### config.mk
export PLATFORM = sky130hd
export DESIGN_NAME = memory_access_sequencer
export DESIGN_NICKNAME = d
export VERILOG_FILES = /design/src/rtl/memory_access_sequencer_pkg.sv /design/src/rtl/memory_access_sequencer_access_lane_decoder.sv /design/src/rtl/memory_access_sequencer.sv
export SDC_FILE = /design/constraint.sdc
export NUM_CORES = 1
export LEC_CHECK = 0
export CORE_MARGIN = 2
export CORE_UTILIZATION = 35
export CTS_CLUSTER_SIZE = 14
export DETAILED_ROUTE_END_ITERATION = 12
export GPL_TIMING_DRIVEN = 0
export PLACE_DENSITY = 0.74
export SYNTH_ARGS = -nofsm -noshare
export SYNTH_HDL_FRONTEND = slang
export SYNTH_SLANG_ARGS = --single-unit
### constraint.sdc
create_clock -name clock -period 5.33 [get_ports clock]
set_clock_uncertainty 0.2 [all_clocks]
set_input_delay 1.3325 -clock clock [delete_from_list [all_inputs] [get_ports clock]]
set_output_delay 1.3325 -clock clock [all_outputs]
set_load 0.01 [all_outputs]
### src/rtl/memory_access_sequencer_pkg.sv
// Shared definitions for the memory access path: MAH mode codes and sequencer states.
// Latency: n/a (types and constants only).
// Backpressure: n/a.
package memory_access_sequencer_pkg;

    // Memory-address-handler access modes as issued by the control core
    localparam logic [2:0] MAH_NONE = 3'd0;
    localparam logic [2:0] MAH_PUSH = 3'd1;
    localparam logic [2:0] MAH_POP  = 3'd2;
    localparam logic [2:0] MAH_BYTE = 3'd3;
    localparam logic [2:0] MAH_HALF = 3'd4;
    localparam logic [2:0] MAH_WORD = 3'd5;

    typedef enum logic [1:0] {
        ST_IDLE     = 2'd0,
        ST_ISSUE    = 2'd1,
        ST_INPUT    = 2'd2,
        ST_COMPLETE = 2'd3
    } state_t;

    // True for the modes that describe a real data-memory access
    function automatic logic is_mem_mode(input logic [2:0] mode);
        return (mode >= MAH_PUSH) && (mode <= MAH_WORD);
    endfunction

endpackage

### src/rtl/memory_access_sequencer_access_lane_decoder.sv
// Access lane decoder: maps MAH mode and the low address bits to byte enables and a misalignment flag.
// Latency: purely combinational.
// Backpressure: none.
module memory_access_sequencer_access_lane_decoder (
    input  logic [2:0] mode,
    input  logic [1:0] addr_lo,
    output logic [3:0] byte_en,
    output logic       misaligned
);
    import memory_access_sequencer_pkg::*;

    // Lane selection and alignment rule per access size; stack ops are word sized
    always_comb begin
        byte_en    = 4'b0000;
        misaligned = 1'b0;
        case (mode)
            MAH_BYTE: byte_en = 4'b0001 << addr_lo;
            MAH_HALF: begin
                byte_en    = 4'b0011 << addr_lo;
                misaligned = addr_lo[0];
            end
            MAH_PUSH, MAH_POP, MAH_WORD: begin
                byte_en    = 4'b1111;
                misaligned = (addr_lo != 2'b00);
            end
            default: ;
        endcase
    end

endmodule

### src/rtl/memory_access_sequencer.sv
// Sequences one data-memory or input-switch access per start strobe; stalls the core via enable.
// Latency: done k+1 cycles after start when mem_ready first rises at cycle k; input read 2; misaligned 1.
// Backpressure: waits in ISSUE for mem_ready; MEMORY_SEQUENCER_TIMEOUT_EN bounds that wait with a fault.
module memory_access_sequencer
    import memory_access_sequencer_pkg::*;
#(
    parameter int ADDR_WIDTH     = 32,
    parameter int TIMEOUT_CYCLES = 15
) (
    input  logic                  clock,
    input  logic                  reset,
    input  logic                  start,
    input  logic [2:0]            controlMAH,
    input  logic                  allow_write_on_memory,
    input  logic                  should_read_from_input_instead_of_memory,
    input  logic [ADDR_WIDTH-1:0] address,
    input  logic                  mem_ready,
    output logic                  mem_request,
    output logic                  mem_write_enable,
    output logic [3:0]            byte_enable,
    output logic                  sp_increment,
    output logic                  sp_decrement,
    output logic                  enable,
    output logic                  done,
    output logic                  fault,
    input  logic                  fault_clear
);

    state_t     state_q, state_d;
    logic [2:0] mode_q, mode_d;
    logic [3:0] be_q, be_d;
    logic       mem_req_q, mem_req_d;
    logic       mem_we_q, mem_we_d;
    logic       sp_inc_q, sp_inc_d;
    logic       sp_dec_q, sp_dec_d;
    logic       enable_q, enable_d;
    logic       done_q, done_d;
    logic       fault_q, fault_d;

    logic [3:0] lane_be;
    logic       lane_misaligned;
    logic       timeout_hit;

    // Upper address bits go straight to the memory; only the lane bits matter here
    logic unused_addr_hi;
    assign unused_addr_hi = ^address[ADDR_WIDTH-1:2];

`ifdef MEMORY_SEQUENCER_TIMEOUT_EN
    localparam int CNT_W = $clog2(TIMEOUT_CYCLES + 1);
    logic [CNT_W-1:0] cnt_q, cnt_d;
    assign timeout_hit = (cnt_q == CNT_W'(TIMEOUT_CYCLES - 1));
`else
    logic unused_timeout;
    assign unused_timeout = (TIMEOUT_CYCLES != 0);
    assign timeout_hit    = 1'b0;
`endif

    memory_access_sequencer_access_lane_decoder u_access_lane_decoder (
        .mode       (controlMAH),
        .addr_lo    (address[1:0]),
        .byte_en    (lane_be),
        .misaligned (lane_misaligned)
    );

    // Next-state and next-output logic; every output is registered from here
    always_comb begin
        state_d  = state_q;
        mode_d   = mode_q;
        be_d     = be_q;
        mem_req_d = 1'b0;
        mem_we_d = 1'b0;
        sp_inc_d = 1'b0;
        sp_dec_d = 1'b0;
        enable_d = 1'b1;
        done_d   = 1'b0;
        // A fault raised this cycle overrides a simultaneous clear
        fault_d  = fault_q & ~fault_clear;
`ifdef MEMORY_SEQUENCER_TIMEOUT_EN
        cnt_d    = '0;
`endif
        case (state_q)
            ST_IDLE: begin
                if (start) begin
                    if (should_read_from_input_instead_of_memory) begin
                        state_d  = ST_INPUT;
                        mode_d   = MAH_NONE;
                        enable_d = 1'b0;
                    end else if (is_mem_mode(controlMAH)) begin
                        mode_d = controlMAH;
                        be_d   = lane_be;
                        if (lane_misaligned) begin
                            state_d = ST_COMPLETE;
                            done_d  = 1'b1;
                            fault_d = 1'b1;
                        end else begin
                            state_d   = ST_ISSUE;
                            mem_req_d = 1'b1;
                            enable_d  = 1'b0;
                            mem_we_d  = (controlMAH == MAH_PUSH) ? 1'b1 :
                                        (controlMAH == MAH_POP)  ? 1'b0 :
                                        allow_write_on_memory;
                        end
                    end
                end
            end
            ST_ISSUE: begin
                if (mem_ready) begin
                    state_d  = ST_COMPLETE;
                    done_d   = 1'b1;
                    sp_dec_d = (mode_q == MAH_PUSH);
                    sp_inc_d = (mode_q == MAH_POP);
                end else if (timeout_hit) begin
                    state_d = ST_COMPLETE;
                    done_d  = 1'b1;
                    fault_d = 1'b1;
                end else begin
                    mem_req_d = 1'b1;
                    mem_we_d  = mem_we_q;
                    enable_d  = 1'b0;
`ifdef MEMORY_SEQUENCER_TIMEOUT_EN
                    cnt_d     = cnt_q + 1'b1;
`endif
                end
            end
            ST_INPUT: begin
                state_d = ST_COMPLETE;
                done_d  = 1'b1;
            end
            ST_COMPLETE: state_d = ST_IDLE;
            default:     state_d = ST_IDLE;
        endcase
    end

    // State and registered outputs; reset returns to idle with the core enabled
    always_ff @(posedge clock or negedge reset) begin
        if (!reset) begin
            state_q   <= ST_IDLE;
            mode_q    <= MAH_NONE;
            be_q      <= 4'b0000;
            mem_req_q <= 1'b0;
            mem_we_q  <= 1'b0;
            sp_inc_q  <= 1'b0;
            sp_dec_q  <= 1'b0;
            enable_q  <= 1'b1;
            done_q    <= 1'b0;
            fault_q   <= 1'b0;
`ifdef MEMORY_SEQUENCER_TIMEOUT_EN
            cnt_q     <= '0;
`endif
        end else begin
            state_q   <= state_d;
            mode_q    <= mode_d;
            be_q      <= be_d;
            mem_req_q <= mem_req_d;
            mem_we_q  <= mem_we_d;
            sp_inc_q  <= sp_inc_d;
            sp_dec_q  <= sp_dec_d;
            enable_q  <= enable_d;
            done_q    <= done_d;
            fault_q   <= fault_d;
`ifdef MEMORY_SEQUENCER_TIMEOUT_EN
            cnt_q     <= cnt_d;
`endif
        end
    end

    assign mem_request      = mem_req_q;
    assign mem_write_enable = mem_we_q;
    assign byte_enable      = be_q;
    assign sp_increment     = sp_inc_q;
    assign sp_decrement     = sp_dec_q;
    assign enable           = enable_q;
    assign done             = done_q;
    assign fault            = fault_q;

endmodule

==> key figures, run 1 <==
Detailed routing
  – Residual DRC: 0
  – Drt total wl: 2080 µm
  – 1st-pass router iterations: 4
  – Post-detailed-route count of antenna-violating nets: 0
  – Via density: 5.25
  – Routed WL per cell: 13.4 µm
  – Vias: 814
  – DRT iter0 DRCs: 18

Clock tree
  – Root buffer cell: clkbuf_4
  – TritonCTS clock tree: yes
  – Total CTS buffers: 3
  – Clk_lat worst skew: 0.28 ns
  – Clk buf depth: 2
  – Post-CTS Setup Repair Bufs: 0
  – Htree depth: 1
  – Clock slew at reported path FFs: 0.09 ns
  – Clock tree sinks: 16
  – Post_cts resized: 0
  – Hold-fix buffers at CTS: 0

STA
  – Setup Viol. Count Final: 0
  – Fin crit period: 2.88 ns
  – Max Slew Vio Count: 0
  – Worst-margin pin slew: 0.681 ns
  – Slew HR: 54.5%
  – Final period utilization: 54.1%
  – Fin Setup TNS: 0 ns
  – RSZ-0062 raised after global routing: no
  – Fmax: 347 MHz
  – Final hold viol count: 0

Cells and area
  – Final-stage net count: 172
  – Layout area overhead: 30.3%
  – Final Core Density: 48.8%
  – Layout cell share with drive strength beyond 1: 10.4%
  – Final Cell Area: 1220 µm²
  – Antenna Cells: 0
  – Max reg flops: 4
  – Layout fillers: 242

Yosys
  – Area share of fa/ha/maj cells after synthesis: 5.34%
  – Yosys reg bits: 16
  – Synth Area in Simple Gates: 19.4%
  – Mux contribution to synthesized area: 1.20%
  – Synth Cell Area: 937 µm²
  – Mean post-synth cell area: 9.47 µm²
  – Yosys synthesis warning count: 0
  – Seq/Total Area, Yosys: 42.9%
  – Compound-gate portion of the synthesized area: 27.0%
  – Largest family of logic cells by synthesized area: compound AO/OA/AOI/OAI gates
  – Post-Synthesis Cells: 99
  – Syn Nets: 145
  – XOR/XNOR share of the synthesized area: 0%
  – Netlist cell types: 34

Setup path
  – Critical path class: primary input to flop
  – Startpoint types: primary input
  – CP cell instances: clkdlybuf4s50_1 > nand3b_1 > a211oi_2 > mux2_2
  – Crit path max fanout: 6
  – Critical path capture point type: flop
  – Largest stage delay, worst path: 0.49 ns
  – CP arrival: 2.86 ns
  – CP max stage cell: clkdlybuf4s50_1
  – Buf+Inv Stages, Crit Path: 1
  – Crit path max-delay family: buffers and inverters
  – Req. time, crit path: 5.30 ns

Placement
  – Final HPWL DP: 1640 µm
  – IO buf count: 22
  – Area after DPL: 1190 µm²
  – Placer Congestion: 0.762

Global routing
  – Initial antenna violation count: 0
  – Tot GR Track Use: 14.2%
  – Largest net degree at the start of global routing: 17
  – Vias in the first global route: 808
  – Global-route wire length before repair: 3540 µm
  – Grt ovf: 0

Die
  – Initial core utilization: 37.5%
  – Die span in y: 55.7 µm
  – # rows: 18
  – Die area: 3110 µm²
  – CORE AREA: 2500 µm²
  – Die W: 55.7 µm
  – I/O pin count: 53

Worst hold path
  – Worst Hold Class: flop to flop

Pwr
  – Power Density: 408 nW/µm²
  – Max VDD drop: 0.220 mV
  – Leak: 0.000502 µW
  – Pwr Total: 498 µW

Flow run
  – Max Cap Violations: 0

Outcome
  – Status: finished clean
-- per-layer routing --
layer / part of all wire, % / vias up / track usage [%]
met5: 0 / - / 0
met2: 49 / 25 / 23.3
li1: - / 409 / -
met4: 0.39 / 0 / 2.44
met3: 5.5 / 2 / 4.42
met1: 45 / 378 / 18.5
-- placed cells by master (no fill, tap or decap), types with 2 or more instances in the layout --
master           synthesis  layout
buf_2                    2       2
ha_1                     4       4
nor2b_1                  5       5
nor4b_1                  2       2
o21ai_0                  2       2
clkbuf_4                 0       3
a22oi_1                  3       3
nor3_1                   2       2
a21oi_1                 11      11
dfrtp_1                 15      15
clkdlybuf4s50_1          0      22
a211oi_2                 2       2
o21ai_1                  6       6
inv_1                    5       5
a21o_1                   3       3
nand2b_1                 4       4
nor2_1                   5       5
nand2_1                 10      10
-- layout make-up --
cell class	instances	area (µm²)	share of cell area (%)
Sequential cell	16	402	32.9
Timing Repair Buffer	22	220	18.0
Buffer	3	21.3	1.74
Inverter	5	18.8	1.54
Clock buffer	4	26.3	2.15
Multi-Input combinational cell	75	495	40.6
Tap cell	30	37.5	3.07
-- per-stage QoR --
| stage | hold WS [ns] | setup slack, ns | instances |
|---|---|---|---|
| floorplan | 0.247 | 2.80 | 99 |
| global placement | 0.281 | 2.18 | 151 |
| detailed placement | 0.303 | 2.17 | 151 |
| CTS | 0.314 | 2.46 | 155 |
| global route | 0.327 | 2.40 | 155 |
| finish | 0.313 | 2.45 | 155 |
-- logic make-up (layout without fill, tap and decap cells) --
group	Yosys count	after routing
flip-flops	16	16
buffers and inverters	8	34
multiplexers	1	1
adder cells (fa/ha/maj)	4	4
AO/OA/AOI/OAI	37	37
AND/OR/NAND/NOR	33	33
-- report_power, final --
part           internal [µW]  switching, µW
registers                169           31.5
logic                    122            113
clock network           29.0           34.1
total                    320            178
-- synth_stat cells --
| cell | n | area share, % |
|---|---|---|
| dfrtp_1 | 15 | 40 |
| a21oi_1 | 11 | 5.9 |
| nand2_1 | 10 | 4.0 |
| o21ai_1 | 6 | 3.2 |
| inv_1 | 5 | 2.0 |
| nor2_1 | 5 | 2.0 |
| nor2b_1 | 5 | 3.3 |
| ha_1 | 4 | 5.3 |
| nand2b_1 | 4 | 2.7 |
| a21o_1 | 3 | 2.4 |
| a22oi_1 | 3 | 2.4 |
| a211oi_2 | 2 | 2.7 |
| buf_2 | 2 | 1.1 |
| nor3_1 | 2 | 1.1 |
| nor4b_1 | 2 | 1.9 |
| o21ai_0 | 2 | 1.1 |
| a211oi_1 | 1 | 0.80 |
| a21boi_1 | 1 | 0.80 |
| a311oi_1 | 1 | 0.93 |
| and2b_1 | 1 | 0.80 |
| buf_6 | 1 | 1.2 |
| dfstp_2 | 1 | 2.8 |
| mux2_2 | 1 | 1.2 |
| nand3_1 | 1 | 0.53 |
| nand3b_1 | 1 | 0.80 |
| nor3_2 | 1 | 1.1 |
| o2111ai_1 | 1 | 0.93 |
| o211ai_2 | 1 | 1.3 |
| o21a_1 | 1 | 0.80 |
| o21bai_1 | 1 | 0.80 |
| o221ai_1 | 1 | 0.93 |
| o32a_1 | 1 | 1.1 |
| o32ai_1 | 1 | 0.93 |
| or3b_4 | 1 | 1.2 |
-- path summary, 6_finish.rpt --
| path | cells past startpoint | start | to | slack, ns |
|---|---|---|---|---|
| max | 4 | should_read_from_input_instead_of_memory | byte_enable[0] | 2.45 |
| max reg2reg | 5 | state_q[0] | byte_enable[0] | 3.25 |
| min reg2reg | 1 | mode_q[0] | sp_increment | 0.31 |
| min in group asynchronous | 1 | reset | state_q[1] | 1.26 |
| max in group asynchronous | 1 | reset | mem_write_enable | 3.23 |
| min | 1 | mode_q[0] | sp_increment | 0.31 |
No activity file was read; power rests on OpenSTA's default activity.
==> run 2: changes to the inputs <==
==> constraint.sdc (replaced) <==
create_clock -name clock -period 2.9 [get_ports clock]
set_clock_uncertainty 0.2 [all_clocks]
set_input_delay 0.725 -clock clock [delete_from_list [all_inputs] [get_ports clock]]
set_output_delay 0.725 -clock clock [all_outputs]
set_load 0.01 [all_outputs]
==> results of run 2 <==
The final DEF is identical to that of run 1. Status: finished clean.
Among the figures that moved: setup slack after placement 2.17 ns -> 0.345 ns; setup slack after layout 2.45 ns -> 0.624 ns; register-to-register setup slack 3.25 ns -> 0.82 ns; total power 498 µW -> 915 µW; worst IR drop on VDD 0.220 mV -> 0.404 mV
